`config.mk`:
```
export PLATFORM = sky130hd
export DESIGN_NAME = mem_stage
export DESIGN_NICKNAME = d
export VERILOG_FILES = /design/src/rtl/mem_stage.sv
export SDC_FILE = /design/constraint.sdc
export NUM_CORES = 1
export LEC_CHECK = 0
export BUFFER_PORTS_ARGS = -buffer_cell sky130_fd_sc_hd__buf_2
export CAP_MARGIN = 30
export CORE_ASPECT_RATIO = 0.5
export CORE_MARGIN = 10
export CORE_UTILIZATION = 44
export CTS_CLUSTER_DIAMETER = 120
export CTS_CLUSTER_SIZE = 16
export DETAILED_ROUTE_END_ITERATION = 7
export GPL_TIMING_DRIVEN = 0
export PLACE_DENSITY_LB_ADDON = 0.25
export REMOVE_ABC_BUFFERS = 1
export SLEW_MARGIN = 30
export SYNTH_ARGS = -nofsm -noshare
export SYNTH_HDL_FRONTEND = slang
export SYNTH_SLANG_ARGS = --single-unit
export TNS_END_PERCENT = 10
```
`constraint.sdc`:
```
create_clock -name clk -period 2.6 [get_ports clk]
set_input_delay 0.39 -clock clk [delete_from_list [all_inputs] [get_ports clk]]
set_output_delay 0.39 -clock clk [all_outputs]
set_load 0.02 [all_outputs]
```
`src/rtl/mem_stage.sv`:
```
// Pipeline memory stage: issues loads/stores on a valid/ready bus, stalls upstream while waiting.
// Define MEM_BYTE_ACCESS_EN for byte/halfword accesses; otherwise the stage is word-only.
module mem_stage #(
   parameter int unsigned TIMEOUT = 255
) (
   input  logic        clk,
   input  logic        rst,
   input  logic        RegWriteM,
   input  logic        MemWriteM,
   input  logic [1:0]  ResultSrcM,
   input  logic [2:0]  Funct3M,
   input  logic [31:0] ALUResultM,
   input  logic [31:0] WriteDataM,
   input  logic [31:0] PCPlus4M,
   input  logic [4:0]  RdM,
   output logic        mem_req,
   output logic        mem_we,
   output logic [31:0] mem_addr,
   output logic [31:0] mem_wdata,
   output logic [3:0]  mem_wstrb,
   input  logic        mem_ready,
   input  logic [31:0] mem_rdata,
   output logic        StallM,
   output logic        BusErrM,
   output logic        RegWriteW,
   output logic [1:0]  ResultSrcW,
   output logic [31:0] ALUResultW,
   output logic [31:0] ReadDataW,
   output logic [31:0] PCPlus4W,
   output logic [4:0]  RdW
);

   localparam logic [0:0] S_IDLE = 1'b0;
   localparam logic [0:0] S_WAIT = 1'b1;
   localparam logic [7:0] TOUT_LAST = 8'(TIMEOUT - 1);

   logic [0:0]  state;
   logic [7:0]  cnt;
   logic        tout_q;
   logic        is_load;
   logic        access;
   logic        misal;
   logic        req_idle;
   logic        mis_err;
   logic        tout_hit;
   logic        bubble;
   logic [31:0] rdata_fmt;

   assign is_load = (ResultSrcM == 2'b01);
   assign access  = MemWriteM | is_load;
   assign mem_we  = MemWriteM;

`ifdef MEM_BYTE_ACCESS_EN
   logic [31:0] lane;

   assign mem_addr = ALUResultM;
   assign lane     = mem_rdata >> {ALUResultM[1:0], 3'b000};

   always_comb begin
      misal     = 1'b0;
      mem_wstrb = 4'b1111;
      mem_wdata = WriteDataM;
      case (Funct3M[1:0])
         2'b00: begin
            mem_wstrb = 4'b0001 << ALUResultM[1:0];
            mem_wdata = {4{WriteDataM[7:0]}};
         end
         2'b01: begin
            mem_wstrb = 4'b0011 << ALUResultM[1:0];
            mem_wdata = {2{WriteDataM[15:0]}};
            misal     = ALUResultM[0];
         end
         default: begin
            mem_wstrb = 4'b1111;
            mem_wdata = WriteDataM;
            misal     = |ALUResultM[1:0];
         end
      endcase
   end

   always_comb begin
      rdata_fmt = mem_rdata;
      case (Funct3M)
         3'b000:  rdata_fmt = {{24{lane[7]}}, lane[7:0]};
         3'b100:  rdata_fmt = {24'b0, lane[7:0]};
         3'b001:  rdata_fmt = {{16{lane[15]}}, lane[15:0]};
         3'b101:  rdata_fmt = {16'b0, lane[15:0]};
         default: rdata_fmt = mem_rdata;
      endcase
   end
`else
   logic unused_funct3;

   assign unused_funct3 = ^Funct3M;
   assign misal         = 1'b0;
   assign mem_addr      = {ALUResultM[31:2], 2'b00};
   assign mem_wstrb     = 4'b1111;
   assign mem_wdata     = WriteDataM;
   assign rdata_fmt     = mem_rdata;
`endif

   // tout_q marks the cycle after a timeout: M still holds the abandoned access, so it is drained
   // as a bubble instead of being re-requested.
   assign req_idle = (state == S_IDLE) & access & ~misal & ~tout_q;
   assign mis_err  = (state == S_IDLE) & access & misal & ~tout_q;
   assign tout_hit = (state == S_WAIT) & ~mem_ready & (cnt == TOUT_LAST);

   assign mem_req = rst & (req_idle | (state == S_WAIT));
   assign StallM  = rst & ~mem_ready & (req_idle | (state == S_WAIT));
   assign BusErrM = rst & (tout_q | mis_err);
   assign bubble  = StallM | tout_q | mis_err;

   always_ff @(posedge clk or negedge rst) begin
      if (!rst) begin
         state  <= S_IDLE;
         cnt    <= '0;
         tout_q <= 1'b0;
      end else begin
         tout_q <= tout_hit;
         case (state)
            S_IDLE: begin
               if (req_idle && !mem_ready) begin
                  state <= S_WAIT;
                  cnt   <= '0;
               end
            end
            S_WAIT: begin
               if (mem_ready || (cnt == TOUT_LAST)) begin
                  state <= S_IDLE;
               end else begin
                  cnt <= cnt + 8'd1;
               end
            end
            default: state <= S_IDLE;
         endcase
      end
   end

   always_ff @(posedge clk or negedge rst) begin
      if (!rst) begin
         RegWriteW  <= 1'b0;
         ResultSrcW <= '0;
         ALUResultW <= '0;
         ReadDataW  <= '0;
         PCPlus4W   <= '0;
         RdW        <= '0;
      end else if (bubble) begin
         RegWriteW  <= 1'b0;
         ResultSrcW <= '0;
         ALUResultW <= '0;
         ReadDataW  <= '0;
         PCPlus4W   <= '0;
         RdW        <= '0;
      end else begin
         RegWriteW  <= RegWriteM;
         ResultSrcW <= ResultSrcM;
         ALUResultW <= ALUResultM;
         ReadDataW  <= is_load ? rdata_fmt : 32'h0;
         PCPlus4W   <= PCPlus4M;
         RdW        <= RdM;
      end
   end

endmodule

```
==> summary.txt, run 1 <==
Number of buffers and inverters on the critical path = 4
Worst hold margin = 0.1950 ns
Accumulated negative setup slack = 0 ns
Cells taking the most area after synthesis = dfrtp_1 63%, and2_1 15%, buf_4 12%
Number of I/O port buffers = 245
Width of the die = 163.1 µm
Worst slack at placement = 0.4926 ns
Post-CTS setup repair buffer count = 0
Post-Route WL = 13660 µm
Remaining global-route overflow = 0
Layout overhead on the synthesized area = 33.89%
Skew-Pair Late Insertion Delay = 0.39 ns
Total number of vias = 3004
Final routed DRC violation total = 0
Cells along the critical path = dlygate4sd3_1 > buf_8 > buf_16 > and2_2 > buf_2
Number of gates given a new drive strength after cts = 0
Leakage = 0.003299 µW
Maxcap violations = 0
Pwr/cell area = 810.7 nW/µm²
Total routing resource utilization after global routing = 0.1808
Number of global-route vias before repair = 3372
Sort of element at the end of the critical path = output pin
Detailed Route Iter0 Violations = 148
Clock tree from TritonCTS = yes
Run status = finished, final reports clean
Endpoint arrival time on the critical path = 1.98 ns
Layout cell share with drive strength beyond 1 = 0.5125
Peak ir drop on the vdd network = 0.5526 mV
Sequential cell area fraction in the yosys report = 0.6333
Height of the die = 91.55 µm
Max-slew violation count = 0
Cell family with the largest share of critical-path delay = buffers and inverters
Library cell occupying the most area in the post-synthesis netlist = dfrtp_1
CTS clk-pin slew, worst paths = 0.05 ns
Slowest stage delay, CP = 0.56 ns
Final setup skew = 0.006381 ns
Final Hold Violating Endpoints = 0
Synthesized area = 4504 µm²
Pin count of the biggest net entering global routing = 83
Post-detailed-route wirelength per cell = 19.71 µm
Placed wire-length estimate = 11140 µm
Initial standard-cell utilization of the core = 0.4645
Timing-limited maximum frequency = 421.4 MHz
First-pass GRT wire length = 19940 µm
Worst setup SP type = input port
Total clock buffers created by CTS = 17
DRT Pass-1 Iters = 4
Slowest cell on the critical path = dlygate4sd3_1
Share of the cycle needed by the critical path after routing = 0.9127
I/O Pins = 319
Number of cell rows = 25
Cells after Synth = 352
NumNets Final = 692
Area of the die = 14930 µm²
GPL Wtd Cong = 0.7514
CP Class = input port to output pin
Buffers from clock root to sink, at most = 2
Worst Path Max Fanout = 82
Final WS setup = 0.2271 ns
Number of antenna violations at the first check in global routing = 1
Area share of the largest cell type after synthesis = 0.6333
Fill cell count = 789
Final antenna diode count = 0
Min-Delay Path Class = input port to flip-flop
Distinct cell type count after synthesis = 34
Clk sink count = 114
Vias per Instance = 4.335
Unrepaired setup endpoints after global routing = false
Number of synthesized register bits = 114
Final setup viols = 0
Core Region = 9697 µm²
Ys Warns = 0
Syn_area_per_cell = 12.80 µm²
Critical Path RT = 2.21 ns
Final critical path time including I/O delays and setup = 2.373 ns
Number of nets with antenna violations after routing = 0
Root buffer cell = clkbuf_16
H-tree levels = 4
-- flip-flops by register name (all words and copies together) (netlist names) --
name	cells
ALUResultW	32
PCPlus4W	32
ReadDataW	32
cnt	8
RdW	5
ResultSrcW	2
RegWriteW	1
state	1
tout_q	1
-- cell type report --
cell class	count	area, µm²	area share
Sequential cell	114	2853	0.4730
Tap cell	135	168.9	0.02801
Timing Repair Buffer	251	1331	0.2207
Inverter	5	18.77	0.003112
Multi-Input combinational cell	158	1045	0.1732
Clock inverter	11	161.4	0.02676
Clock buffer	19	452.9	0.07510
-- cell families (layout without fill, tap and decap cells) --
| logic type | after synthesis | in the layout | synth area share |
|---|---|---|---|
| simple gates | 132 | 132 | 0.1808 |
| flops | 114 | 114 | 0.6333 |
| buf+inv | 84 | 286 | 0.1392 |
| compound gates | 16 | 16 | 0.03500 |
| fa+ha+maj | 2 | 2 | 0.005555 |
| other cells | 2 | 6 | 0.001667 |
| xor+xnor | 1 | 1 | 0.001945 |
| mux | 1 | 1 | 0.002500 |
-- metrics by stage --
step	util	total power [µW]	instances	cell area [µm²]
2_1_floorplan	-	2202	277	3911
3_3_place_gp	0.5472	2512	657	5306
3_5_place_dp	0.5575	2541	662	5406
4_1_cts	0.6219	4955	693	6031
5_1_grt	0.6219	5103	693	6031
6_report	0.6219	4889	693	6031
-- power by group --
part	internal [µW]	switching (µW)	total, µW
registers	1880	39.4	1920
clock network	1630	756	2390
logic	223	354	577
total	3740	1150	4890
-- metal layers --
layer  GRT usage  part of all wire
met5     0.04221            0.0056
met4     0.06493             0.013
met2      0.2899              0.49
met3      0.1032              0.11
met1      0.1940              0.38
-- final timing paths --
check                                   start            end  slack (ns)  cells after the start
worst min register to register         cnt[3]         cnt[3]        0.57                      1
max in group asynchronous                 rst         RdW[1]        1.47                      3
worst min-delay path            mem_rdata[20]  ReadDataW[20]        0.20                      2
worst max-delay path                      rst         StallM        0.23                      5
min in group asynchronous                 rst   ReadDataW[3]        0.46                      2
worst max register to register         tout_q  ALUResultW[4]        0.87                      5
-- repair_timing --
item	CTS	global route
setup endpoints to repair	0	0
hold buffers	1	0
hold endpoints to repair	37	0
-- cell usage after synthesis --
cell	count
buf_4	69
and2_1	106
xnor2_1	1
ha_1	2
a221oi_4	1
or2b_1	1
o31ai_4	1
buf_6	7
nand2_1	1
inv_2	1
nand2b_1	1
inv_1	4
conb_1	2
nor2b_1	1
and2_2	1
nand4_1	3
a22o_1	1
o21a_1	1
and3_1	5
nand3_1	4
dfrtp_1	114
o22ai_1	1
a21o_1	1
o2bb2ai_1	1
nor3_1	6
a21oi_1	3
a211o_1	4
a21oi_4	1
mux2_1	1
and4_1	1
nor2_1	1
o21ai_0	1
clkbuf_1	3
nor3b_1	1
-- cell usage in the layout, fill, tap and decap left out, types with 2 or more instances in the layout --
cell type  synthesis  final
ha_1               2      2
conb_1             2      6
inv_1              4      4
a211o_1            4      4
buf_2              0    244
dfrtp_1          114    114
buf_8              0      2
buf_16             0      2
and3_1             5      5
nor3_1             6      5
nand4_1            3      3
clkbuf_16          0     17
nand3_1            4      4
bufinv_16          0      4
clkbuf_8           0      2
and2_1           106    106
buf_4             69      2
clkinv_2           0      5
a21oi_1            3      3
No activity file was read; power rests on OpenSTA's default activity.
==> run 2, diff against run 1 <==
--- a/config.mk
+++ b/config.mk
@@ -9,7 +9,8 @@
 export CAP_MARGIN = 30
 export CORE_ASPECT_RATIO = 0.5
 export CORE_MARGIN = 10
-export CORE_UTILIZATION = 44
+export CORE_UTILIZATION = 46
+export CTS_BUF_LIST = sky130_fd_sc_hd__clkbuf_2 sky130_fd_sc_hd__clkbuf_4 sky130_fd_sc_hd__clkbuf_8
 export CTS_CLUSTER_DIAMETER = 120
 export CTS_CLUSTER_SIZE = 16
 export DETAILED_ROUTE_END_ITERATION = 7
==> summary.txt, run 2 (synthesis gave the netlist of run 1 again) <==
DRT Pass-1 Iters = 4
Number of global-route vias before repair = 3373
Largest registers = ALUResultW x32, PCPlus4W x32, ReadDataW x32
Height of the die = 89.97 µm
Timing-limited maximum frequency = 422.6 MHz
Most frequent cells in the layout = 244 x buf_2, 114 x dfrtp_1, 106 x and2_1
CP Class = input port to output pin
Detailed Route Iter0 Violations = 130
Final critical path time including I/O delays and setup = 2.366 ns
Number of nets with antenna violations after routing = 0
Buffers from clock root to sink, at most = 2
Placed cell area = 5394 µm²
Cells along the critical path = dlygate4sd3_1 > buf_8 > buf_16 > o21a_1 > buf_2
Layout overhead on the synthesized area = 27.83%
Width of the die = 159.9 µm
I/O Pins = 319
Critical Path RT = 2.21 ns
Max-slew violation count = 0
Maxcap violations = 0
Core Region = 9478 µm²
Global-route track usage on met2 = 0.3021
Initial standard-cell utilization of the core = 0.4752
GPL Wtd Cong = 0.7743
Slew at the pin with the worst max-slew slack = 0.4975 ns
Pin count of the biggest net entering global routing = 91
Peak ir drop on the vdd network = 0.2892 mV
Slowest stage delay, CP = 0.57 ns
Pwr/cell area = 682.9 nW/µm²
Total clock buffers created by CTS = 17
Share of the cycle needed by the critical path after routing = 0.9101
Min-Delay Path Class = input port to flip-flop
Clock tree from TritonCTS = yes
Final WS setup = 0.2338 ns
Remaining global-route overflow = 0
GR Util met3 = 0.1187
Total routing resource utilization after global routing = 0.1816
Worst slack at placement = 0.4526 ns
Final routed DRC violation total = 0
Skew-Pair Late Insertion Delay = 0.41 ns
Fill cell count = 805
Layout Cell Area excl Fill = 5758 µm²
Final antenna diode count = 0
Sort of element at the end of the critical path = output pin
Total number of vias = 2999
Unrepaired setup endpoints after global routing = false
Run status = finished, final reports clean
Slowest cell on the critical path = dlygate4sd3_1
Final setup viols = 0
Root buffer cell = clkbuf_8
Final Hold Violating Endpoints = 0
Leakage = 0.003160 µW
Final setup skew = 0.01105 ns
Met1 track utilization from global routing = 0.1801
Vias per Instance = 4.321
Number of cell rows = 25
First-pass GRT wire length = 19950 µm
Layout cell share with drive strength beyond 1 = 0.5134
Post-detailed-route wirelength per cell = 19.07 µm
Accumulated negative setup slack = 0 ns
CTS clk-pin slew, worst paths = 0.07 ns
Post-Route WL = 13230 µm
Worst setup SP type = input port
Number of antenna violations at the first check in global routing = 0
Clk sink count = 114
Rel. slew slack = 0.6665
Endpoint arrival time on the critical path = 1.98 ns
Peak-usage layer in the global routing report = met2
Number of I/O port buffers = 245
Worst Path Max Fanout = 90
Placed wire-length estimate = 10720 µm
Cell family with the largest share of critical-path delay = buffers and inverters
Number of buffers and inverters on the critical path = 4
Final standard cell utilization of the core = 0.6075
Number of instances in the placed design = 662
Filler-free cell count of the finished design = 694
Commonest non-fill, non-tap cell in the layout = buf_2
H-tree levels = 4
NumNets Final = 692
Area of the die = 14390 µm²
## run 2: cell types whose count changed in the layout (fill, tap and decap cells not counted), sizes merged
| cell | previous run | this run |
|---|---|---|
| clkinvlp | 1 | 5 |
| clkbuf | 19 | 22 |
| clkinv | 6 | 4 |
| bufinv | 4 | 0 |
## run 2: cell type report
class                   instances  area (µm²)  share of cell area
well taps                     135       168.9             0.02934
multi-input cells             158        1045              0.1814
repair buffers                251        1319              0.2290
clock buffers                  22       296.5             0.05150
flip-flops and latches        114        2853              0.4954
clock inverters                 9       57.56            0.009996
inverters                       5       18.77            0.003259
## run 2: repair_timing
| action | in CTS | in global routing |
|---|---|---|
| gates resized for setup | 0 | 0 |
| buffers inserted | 0 | 0 |
| endpoints found under the hold margin | 26 | 0 |
| hold buffers | 1 | 0 |
## run 2: where the power goes
part           internal, µW  switching, µW
logic                   221            356
clock network           758            680
registers              1880           38.9
total                  2860           1070
## run 2: through the flow
step / total power (µW) / hold slack, ns
floorplan: 2202 / 0.09441
CTS: 3993 / 0.1558
global placement: 2512 / 0.5533
finish: 3932 / 0.1816
global route: 4137 / 0.1543
detailed placement: 2541 / 0.2569
## run 2: worst paths after layout
path	start	to	slack [ns]	cells after the start
worst max-delay path	rst	mem_req	0.23	5
worst min-delay path	PCPlus4M[24]	PCPlus4W[24]	0.18	2
worst max register to register	tout_q	RdW[2]	0.85	5
worst min register to register	cnt[5]	cnt[5]	0.59	1
max in group asynchronous	rst	PCPlus4W[3]	1.47	3
min in group asynchronous	rst	ReadDataW[9]	0.43	2
## run 2: per-layer routing
layer / part of all wire / vias to the layer above
met3: 0.13 / 11
met4: 0.0072 / 4
met1: 0.36 / 1397
li1: - / 1422
met2: 0.50 / 165
met5: 0.0077 / -
==> run 3, diff against run 2 <==
--- a/config.mk
+++ b/config.mk
@@ -15,9 +15,10 @@
 export CTS_CLUSTER_SIZE = 16
 export DETAILED_ROUTE_END_ITERATION = 7
 export GPL_TIMING_DRIVEN = 0
-export PLACE_DENSITY_LB_ADDON = 0.25
+export PLACE_DENSITY = 0.95
+export RECOVER_POWER = 25
 export REMOVE_ABC_BUFFERS = 1
-export SLEW_MARGIN = 30
+export SLEW_MARGIN = 15
 export SYNTH_ARGS = -nofsm -noshare
 export SYNTH_HDL_FRONTEND = slang
 export SYNTH_SLANG_ARGS = --single-unit
==> summary.txt, run 3 (synthesis gave the netlist of run 1 again) <==
Fill cell count = 806
Skew-Pair Late Insertion Delay = 0.42 ns
Width of the die = 159.9 µm
Final Hold Violating Endpoints = 0
Clock tree from TritonCTS = yes
I/O Pins = 319
Total routing resource utilization after global routing = 0.1995
Final setup viols = 0
Number of I/O port buffers = 245
Final standard cell utilization of the core = 0.6077
Total number of vias = 3123
NumNets Final = 690
Initial standard-cell utilization of the core = 0.4752
Remaining global-route overflow = 0
Final routed DRC violation total = 0
Layout overhead on the synthesized area = 27.86%
Leakage = 0.003118 µW
Unrepaired setup endpoints after global routing = false
CP Class = input port to output pin
Final setup skew = 0.01064 ns
Pwr/cell area = 710.4 nW/µm²
Rel. slew slack = 0.5187
Run status = finished, final reports clean
H-tree levels = 4
Largest registers = ALUResultW x32, PCPlus4W x32, ReadDataW x32
First-pass GRT wire length = 21380 µm
Layout Cell Area excl Fill = 5759 µm²
Number of global-route vias before repair = 3455
Share of the cycle needed by the critical path after routing = 0.9264
Commonest non-fill, non-tap cell in the layout = buf_2
GPL Wtd Cong = 0.9089
Slew at the pin with the worst max-slew slack = 0.7204 ns
Buffers from clock root to sink, at most = 2
Post-Route WL = 14510 µm
Detailed Route Iter0 Violations = 212
Timing-limited maximum frequency = 415.2 MHz
Final critical path time including I/O delays and setup = 2.409 ns
Critical Path RT = 2.21 ns
Number of nets with antenna violations after routing = 0
Max-slew violation count = 0
Number of antenna violations at the first check in global routing = 0
Height of the die = 89.97 µm
Area of the die = 14390 µm²
Final antenna diode count = 0
Peak ir drop on the vdd network = 0.3765 mV
DRT Pass-1 Iters = 5
Placed cell area = 5380 µm²
Endpoint arrival time on the critical path = 2.02 ns
Root buffer cell = clkbuf_8
Core Region = 9478 µm²
Layout cell share with drive strength beyond 1 = 0.4767
Filler-free cell count of the finished design = 693
Number of instances in the placed design = 660
Sort of element at the end of the critical path = output pin
Worst setup SP type = input port
Worst Path Max Fanout = 69
Vias per Instance = 4.506
Pin count of the biggest net entering global routing = 70
CTS clk-pin slew, worst paths = 0.08 ns
Total clock buffers created by CTS = 17
Clk sink count = 114
Post-detailed-route wirelength per cell = 20.93 µm
Placed wire-length estimate = 11800 µm
Maxcap violations = 0
Most frequent cells in the layout = 224 x buf_2, 114 x dfrtp_1, 106 x and2_1
Min-Delay Path Class = input port to flip-flop
Number of cell rows = 25
==> run 3: cell types whose count changed in the layout (fill, tap and decap cells not counted), moves of 2 or more <==
cell,delta
buf_2,-20
clkbuf_1,+20
clkinv_4,+5
inv_6,+4
buf_8,-3
clkbuf_8,-3
clkinv_2,-3
clkinvlp_4,-3
inv_8,+2
==> run 3: power breakdown <==
part	switching [µW]	leakage, µW	internal (µW)
sequential	45.9	0.00144	1880
combinational	366	0.00148	216
clock	802	0.000191	784
==> run 3: timing repair <==
item	CTS	global route
setup buffers	0	0
resized for setup	0	2
hold buffers	1	0
endpoints found under the setup margin	0	1
endpoints found under the hold margin	47	0
==> run 3: cell type report <==
class,count,area [µm²],area share
Inverter,5,18.77,0.003259
Timing Repair Buffer,249,1282,0.2227
Clock inverter,15,151.4,0.02629
Clock buffer,17,234.0,0.04063
Sequential cell,114,2853,0.4953
Tap cell,135,168.9,0.02933
Multi-Input combinational cell,158,1051,0.1825
==> run 3: final timing paths <==
kind / cells after the start / to / slack [ns] / startpoint
min in group asynchronous: 2 / ALUResultW[0] / 0.47 / rst
setup / recovery: 5 / mem_req / 0.19 / rst
hold reg to reg: 1 / cnt[5] / 0.61 / cnt[5]
hold / removal: 2 / ReadDataW[10] / 0.17 / mem_rdata[10]
max in group asynchronous: 3 / RegWriteW / 1.46 / rst
setup reg to reg: 5 / PCPlus4W[27] / 0.72 / state
==> run 3: worst max-delay path, cell delays in order <==
cell,delay (ns)
dlygate4sd3_1,0.54
clkbuf_8,0.38
buf_16,0.36
o21a_1,0.17
buf_2,0.16
==> run 3: through the flow <==
stage	hold slack (ns)	setup TNS, ns	power, µW	setup WS [ns]
after floorplan	0.09441	0	2202	0.6112
after global placement	0.5435	-150.21	2512	-1.449
after detailed placement	0.3654	0	2549	0.3701
after CTS	0.1478	0	4147	0.1014
after global routing	0.1387	0	4296	0.01429
final	0.1729	0	4092	0.1915
==> run 3: layer usage <==
metal  up-vias  wire length (µm)  global-route usage
met5         -                77             0.04545
li1       1424                 -                   -
met4         2               119             0.04939
met2       147              7231              0.3201
met1      1537              5609              0.2244
met3        13              1468              0.1101
